==> src/rtl/reorder_buffer.sv <==
// reorder_buffer
//   Single-beat AXI-style read reorder buffer. Each upstream AR is given the
//   next slot of a 16-entry circular buffer, and the slot index is sent
//   downstream as the transaction ID. Downstream R beats may come back in any
//   order. They are parked in their slot and released upstream strictly in
//   AR-acceptance order, tagged with the original upstream ID.
//
// Ports
//   clk, rst_n                      clock, async active-low reset
//   s_arid_i/s_arvalid_i/s_arready_o  upstream AR channel
//   m_arid_o/m_arvalid_o/m_arready_i  downstream AR channel (id = slot index)
//   s_rdata_o/s_rid_o/s_rvalid_o/s_rready_i  upstream R channel (in order)
//   m_rdata_i/m_rid_i/m_rvalid_i/m_rready_o  downstream R channel (any order)
module reorder_buffer #(
   parameter int DATA_WIDTH = 8
) (
   input  logic                  clk,
   input  logic                  rst_n,
   input  logic [3:0]            s_arid_i,
   input  logic                  s_arvalid_i,
   output logic                  s_arready_o,
   output logic [3:0]            m_arid_o,
   output logic                  m_arvalid_o,
   input  logic                  m_arready_i,
   output logic [DATA_WIDTH-1:0] s_rdata_o,
   output logic [3:0]            s_rid_o,
   output logic                  s_rvalid_o,
   input  logic                  s_rready_i,
   input  logic [DATA_WIDTH-1:0] m_rdata_i,
   input  logic [3:0]            m_rid_i,
   input  logic                  m_rvalid_i,
   output logic                  m_rready_o
);

   localparam int DEPTH = 16;

   logic [DEPTH-1:0][3:0]            orig_id_q;
   logic [DEPTH-1:0][DATA_WIDTH-1:0] data_q;
   logic [DEPTH-1:0]                 alloc_q;
   logic [DEPTH-1:0]                 done_q;
   logic [3:0]                       wr_ptr_q;
   logic [3:0]                       rd_ptr_q;
   logic [4:0]                       count;
   logic                             m_rready_q;

   logic full, ar_hs, r_fill, r_pop;

   assign full = (count == 5'd16);

   // AR is a pure pass-through gated only by occupancy.
   assign m_arvalid_o = s_arvalid_i & ~full;
   assign s_arready_o = m_arready_i & ~full;
   assign m_arid_o    = wr_ptr_q;
   assign ar_hs       = s_arvalid_i & s_arready_o;

   // Downstream R is always accepted once out of reset; beats for free or
   // already-filled slots are swallowed so a misbehaving subordinate cannot
   // corrupt a live entry.
   assign m_rready_o  = m_rready_q;
   assign r_fill      = m_rvalid_i & m_rready_q & alloc_q[m_rid_i] & ~done_q[m_rid_i];

   // Head slot drives the upstream R channel directly.
   assign s_rvalid_o  = alloc_q[rd_ptr_q] & done_q[rd_ptr_q];
   assign s_rid_o     = orig_id_q[rd_ptr_q];
   assign s_rdata_o   = data_q[rd_ptr_q];
   assign r_pop       = s_rvalid_o & s_rready_i;

   // Allocation, fill and pop always target distinct slots: allocation needs
   // a free slot, fill needs an allocated-not-done slot, pop needs a done slot.
   always_ff @(posedge clk or negedge rst_n) begin
      if (!rst_n) begin
         orig_id_q  <= '0;
         data_q     <= '0;
         alloc_q    <= '0;
         done_q     <= '0;
         wr_ptr_q   <= '0;
         rd_ptr_q   <= '0;
         count      <= '0;
         m_rready_q <= 1'b0;
      end else begin
         m_rready_q <= 1'b1;
         if (ar_hs) begin
            orig_id_q[wr_ptr_q] <= s_arid_i;
            alloc_q[wr_ptr_q]   <= 1'b1;
            done_q[wr_ptr_q]    <= 1'b0;
            wr_ptr_q            <= wr_ptr_q + 4'd1;
         end
         if (r_fill) begin
            data_q[m_rid_i] <= m_rdata_i;
            done_q[m_rid_i] <= 1'b1;
         end
         if (r_pop) begin
            alloc_q[rd_ptr_q] <= 1'b0;
            done_q[rd_ptr_q]  <= 1'b0;
            rd_ptr_q          <= rd_ptr_q + 4'd1;
         end
         case ({ar_hs, r_pop})
            2'b10:   count <= count + 5'd1;
            2'b01:   count <= count - 5'd1;
            default: count <= count;
         endcase
      end
   end

endmodule

==> config.mk <==
export PLATFORM = sky130hd
export DESIGN_NAME = reorder_buffer
export DESIGN_NICKNAME = d
export VERILOG_FILES = /design/src/rtl/reorder_buffer.sv
export SDC_FILE = /design/constraint.sdc
export NUM_CORES = 1
export LEC_CHECK = 0
export ABC_AREA = 1
export CAP_MARGIN = 20
export CORE_MARGIN = 1.5
export CORE_UTILIZATION = 62
export CTS_CLUSTER_DIAMETER = 60
export DETAILED_ROUTE_END_ITERATION = 12
export GPL_TIMING_DRIVEN = 1
export PLACE_DENSITY_LB_ADDON = 0.25
export SETUP_SLACK_MARGIN = 0.02
export SLEW_MARGIN = 20
export SYNTH_ARGS = -nofsm -noshare
export SYNTH_HDL_FRONTEND = slang
export SYNTH_SLANG_ARGS = --single-unit
==> constraint.sdc <==
create_clock -name clk -period 6.56 [get_ports clk]
set_input_delay 1.312 -clock clk [delete_from_list [all_inputs] [get_ports clk]]
set_output_delay 1.312 -clock clk [all_outputs]
set_load 0.01 [all_outputs]
Yosys cells after proc, flatten, opt, wreduce, memory -nomap -nowiden
Index checks and enable logic that the tools add are counted.

storage, ports and cells
  word-level logic and storage cells = 102
  bits of input ports = 22
  flip-flop bits (word level) = 238

operators by class
  eq/ne operators = 3
  muxes and demuxes = 30
  add/subtract/negate cells = 4
  bitwise logic cells = 17
  order comparisons = 6
  reduce and logical (&&, ||, !) cells = 4

operator list
  operator             count
  $bwmux 128           1
  $mux 16              5
  $bwmux 64            1
  $and 16x16->16       3
  $bmux 8 s4           1
  $demux 8 s4          1
  $not 16->16          2
  $or 16x16->16        2
  $bmux 1 s4           4
  $bmux 4 s4           1
  $demux 4 s4          1
  $mux 8               2
  $lt 4x5->1 const B   3
  $demux 1 s4          3
  $ge 4x1->1 const B   3
  $pmux 5 s2           1
  $add 4x1->4 const B  2
  $and 1x1->1          8
  $mux 4               2
  $mux 1               7
  $add 5x1->5 const B  1
  $eq 5x5->1 const B   1
  $sub 5x1->5 const B  1
  $logic_and 1x1->1    3
  other kinds (4)      5

Depth between registers and ports, before layout
  depth after elaboration = 11
  gate-level depth with buffers = 21
  gate-level depth less buffers = 20

Worst setup path before layout
No wires, ideal clock.

  kind = register to output
  start = register rd_ptr_q[0]
  end = output port s_rdata_o[3]
  stages on the path, launching flop included = 9
  required time = 5.248 ns
  data arrival time = 1.788 ns
  path buffers = 3
  slack = 3.460 ns
  cells stage by stage = dfrtp_1 -> inv_2 -> clkbuf_1 -> clkbuf_1 -> buf_1 -> nor2_1 -> o22ai_1 -> nand2_1 -> nand4_1

on the way
  word-level cells in the longest chain between the ends = 2

ends and longest elaborated chain
  what                          RTL line  source
  from (decl)                   42        logic [3:0] rd_ptr_q;
  from (signal assigned)        95        rd_ptr_q <= rd_ptr_q + 4'd1;
  $bmux 8 s4                    65        assign s_rdata_o = data_q[rd_ptr_q];
  $mux 8 (implied by the code)  65
  to (decl)                     25        output logic [DATA_WIDTH-1:0] s_rdata_o,

No other way between the ends. The select of a mux whose other input is x is not followed.

Worst setup path after layout
  start = register rd_ptr_q[0]
  end = output port s_rvalid_o

on the way
  word-level cells in the longest chain between the ends = 3
  elaborated cells between the ends (all ways) = 5
  classes of those cells = mux: 4; bitwise: 1

ends and longest elaborated chain
  what                          RTL line  source
  $bmux 1 s4                    63        assign s_rvalid_o = alloc_q[rd_ptr_q] & done_q[rd_ptr_q];
  $mux 1 (implied by the code)  63
  $and 1x1->1 (*)               63
  to (decl)                     27        output logic s_rvalid_o,

Mark *: on every way between the ends. The rest lies on a longest branch, timed or not. The select of a mux whose other input is x is not followed.

==> results.cfg <==
[outcome]
status = finished clean

[worst_setup_path]
critPathCaptureType = primary output
crit_start = rd_ptr_q[0]$_DFFE_PN0N_
path_cells = buf_4 -> nand2_1 -> nand3_1 -> nand2_1 -> nand2_1 -> nand2_1 -> nor2_1 -> nor2_2 -> clkdlybuf4s50_1
setup.worst_path.start_class = register
critical_path_arrival_ps = 3540
rr_startpoint = rd_ptr_q[0]$_DFFE_PN0N_
crit_type = reg2out
cpMostUsedCell = nand2_1
critPathRequiredTime_ps = 5250
worstPathMaxFanout = 77
cp_slowest_cell = dfrtp_4
cp_slowest_stage_delay_ps = 670

[die]
core_sq_um = 18900
dieHeight_microns = 143
start_util_pct = 63.9
die_w_microns = 143
rows = 50
dieArea_sq_um = 20300
pin_count = 42

[clock_network]
cts_tree = yes
worstSkewPairLatency_ps = 540
ctsHoldBuffers = 0
clock-root-buffer = clkbuf_16
cts_max_level = 1
postCtsSetupBuffers = 0
cts_buffers = 25
cts_sinks = 238
clk_path_buf_depth = 3
cts_resized = 0
clk_pin_slew_ps = 60

[placed_design]
routabilityCongestion = 0.923
hpwl_microns = 19500
portBuffers = 41

[min_path]
hold_class = reg2reg
min_from = orig_id_q[48]$_DFFE_PN0P_

[global_routing]
grt_max_degree = 134
grt_remaining_overflow = 0
grt_usage_pct = 32.8
antenna_found_initial = 0
grt_pass1_wl_microns = 52200
first_global_vias = 10077

[pwr]
peakVddDrop_uv = 251
leakagePower_nw = 6.56
power_mw = 5.89
powerDensity_nw_per_um2 = 442

[sta]
fin_skew_ps = 15.2
setup_violations = 0
slew_violations = 0
fin_crit_sh_pct = 74.0
hold_viol = 0
tightest_slew_ps = 1020
fin_setup_tns_ps = 0
max_freq_ghz = 0.206
rsz0062_at_grt = false
slew_headroom_pct = 31.4
fin_crit_ps = 4860

[synth]
synth.avg_cell_area_sq_um = 7.64
syn_nets = 1615
netlist_area_sq_um = 12100
ys_ff_latch = 238
synth.yosys.warnings = 0
synth_cells = 1581
ys_types = 35
seq_area_frac_synth_pct = 49.3

[layout]
nFillCells = 1574
fin_nets = 1604
regArea_sq_um = 5960
layout-drive-gt1-share_pct = 5.36
syn_to_final_growth_pct = 10.3
final_common_cell = nand2_1
multiInputGateArea_sq_um = 5170
antennaDiodeCount = 0
final_cell_mix = nand2_1 (529), dfrtp_1 (236), o21ai_0 (182)

[routing]
routed_wirelength_microns = 32100
first_pass_iters = 6
drtIter0Drc = 1059
vias = 10679
post_drt_wl_per_cell_microns = 17.4
drc = 0
antenna_left = 0
routed_via_density = 5.78

[flow_run]
maxCapViolations = 0
-- critical path: cells and delay by family (launching register included) --
family	cells	cell delay (ps)
buffers and inverters	2	1110
DFF	1	670
and+or+nand+nor	7	1170
-- cell families (layout without fill, tap and decap cells) --
group                      after synthesis  in the layout  share of synthesized area, %
AOI/OAI and AO/OA                      353            353                          15.3
and+or+nand+nor                        733            733                          25.4
adders and majority gates               12             12                          1.24
buffers and inverters                  234            240                          7.96
other                                    1              1                        0.0310
xor gates and xnor gates                10             10                         0.725
DFF                                    238            238                          49.3
-- Yosys cell counts --
library cell  number  area, sq um
nand2_1          529         1990
dfrtp_1          238         5960
o21ai_0          182          911
inv_1            136          510
nor2_1           123          462
o21ai_1           86          430
clkbuf_1          56          210
a21oi_1           34          170
o22ai_1           32          200
nand4_1           31          194
nand3_1           27          135
o21a_1            16          120
buf_1             14         52.6
ha_1              12          150
buf_2             10         50.1
nand3_4           10          175
xor2_1             8         70.1
nand3_2            7         70.1
buf_6              5         56.3
inv_2              4         15.0
buf_4              3         22.5
clkbuf_2           3         15.0
nand2_2            2         12.5
xnor2_1            2         17.5
a31oi_1            1         6.26
buf_12             1         20.0
clkinv_1           1         3.75
conb_1             1         3.75
inv_4              1         6.26
nand2_4            1         11.3
nor2_2             1         6.26
nor2_4             1         11.3
nor3_1             1         5.00
o211ai_1           1         7.51
o21bai_1           1         7.51
-- report_power, final --
group	internal, mW	leakage, nW	switching, mW	total [mW]
sequential	1.90	3.02	0.278	2.18
clock	0.789	0.398	0.595	1.38
combinational	0.844	3.15	1.48	2.32
-- through the flow --
stage	worst slack, ps	instances	utilization, %	hold WS (ps)	instance area (sq um)
after CTS	1770	1846	70.4	478	13300
after detailed placement	2080	1802	66.2	460	12500
after global placement	2210	1802	66.2	456	12500
after floorplan	3460	1581	-	442	12100
final	1700	1847	70.5	478	13300
after global routing	1520	1847	70.5	483	13300
-- cell type report --
class,instances,share of cell area (%)
timing repair buffer,54,4.00
multi-input combinational,1109,38.8
inverter,142,4.03
clock inverter,10,0.705
clock buffer,34,5.25
tap,260,2.44
sequential,238,44.8
-- registers in the layout, summed over array words and instances (netlist names) --
signal / count
rd_ptr_q: 4
m_arid_o: 4
alloc_q: 16
done_q: 16
m_rready_o: 1
orig_id_q: 64
count: 5
data_q: 128
-- final timing paths --
| kind | slack [ps] | to | cells after the start |
|---|---|---|---|
| worst min-delay path | 480 | orig_id_q[48]$_DFFE_PN0P_ | 2 |
| worst max-delay path | 1700 | s_rvalid_o | 9 |
| worst max register to register | 2270 | count[4]$_DFFE_PN0P_ | 20 |
| max in group asynchronous | 4220 | rd_ptr_q[0]$_DFFE_PN0N_ | 3 |
| worst min register to register | 480 | orig_id_q[48]$_DFFE_PN0P_ | 2 |
| min in group asynchronous | 630 | count[3]$_DFFE_PN0P_ | 1 |
-- metal layers --
metal | routed length, microns | part of all wire, % | GRT usage, % | up-vias
met3 | 2440 | 7.6 | 4.61 | 91
met1 | 13300 | 41 | 44.1 | 5067
met5 | 0 | 0 | 0 | -
met4 | 1200 | 3.7 | 13.2 | 0
met2 | 15200 | 47 | 54.0 | 480
li1 | - | - | - | 5041
Note: power is estimated with default switching activity, not from simulation.
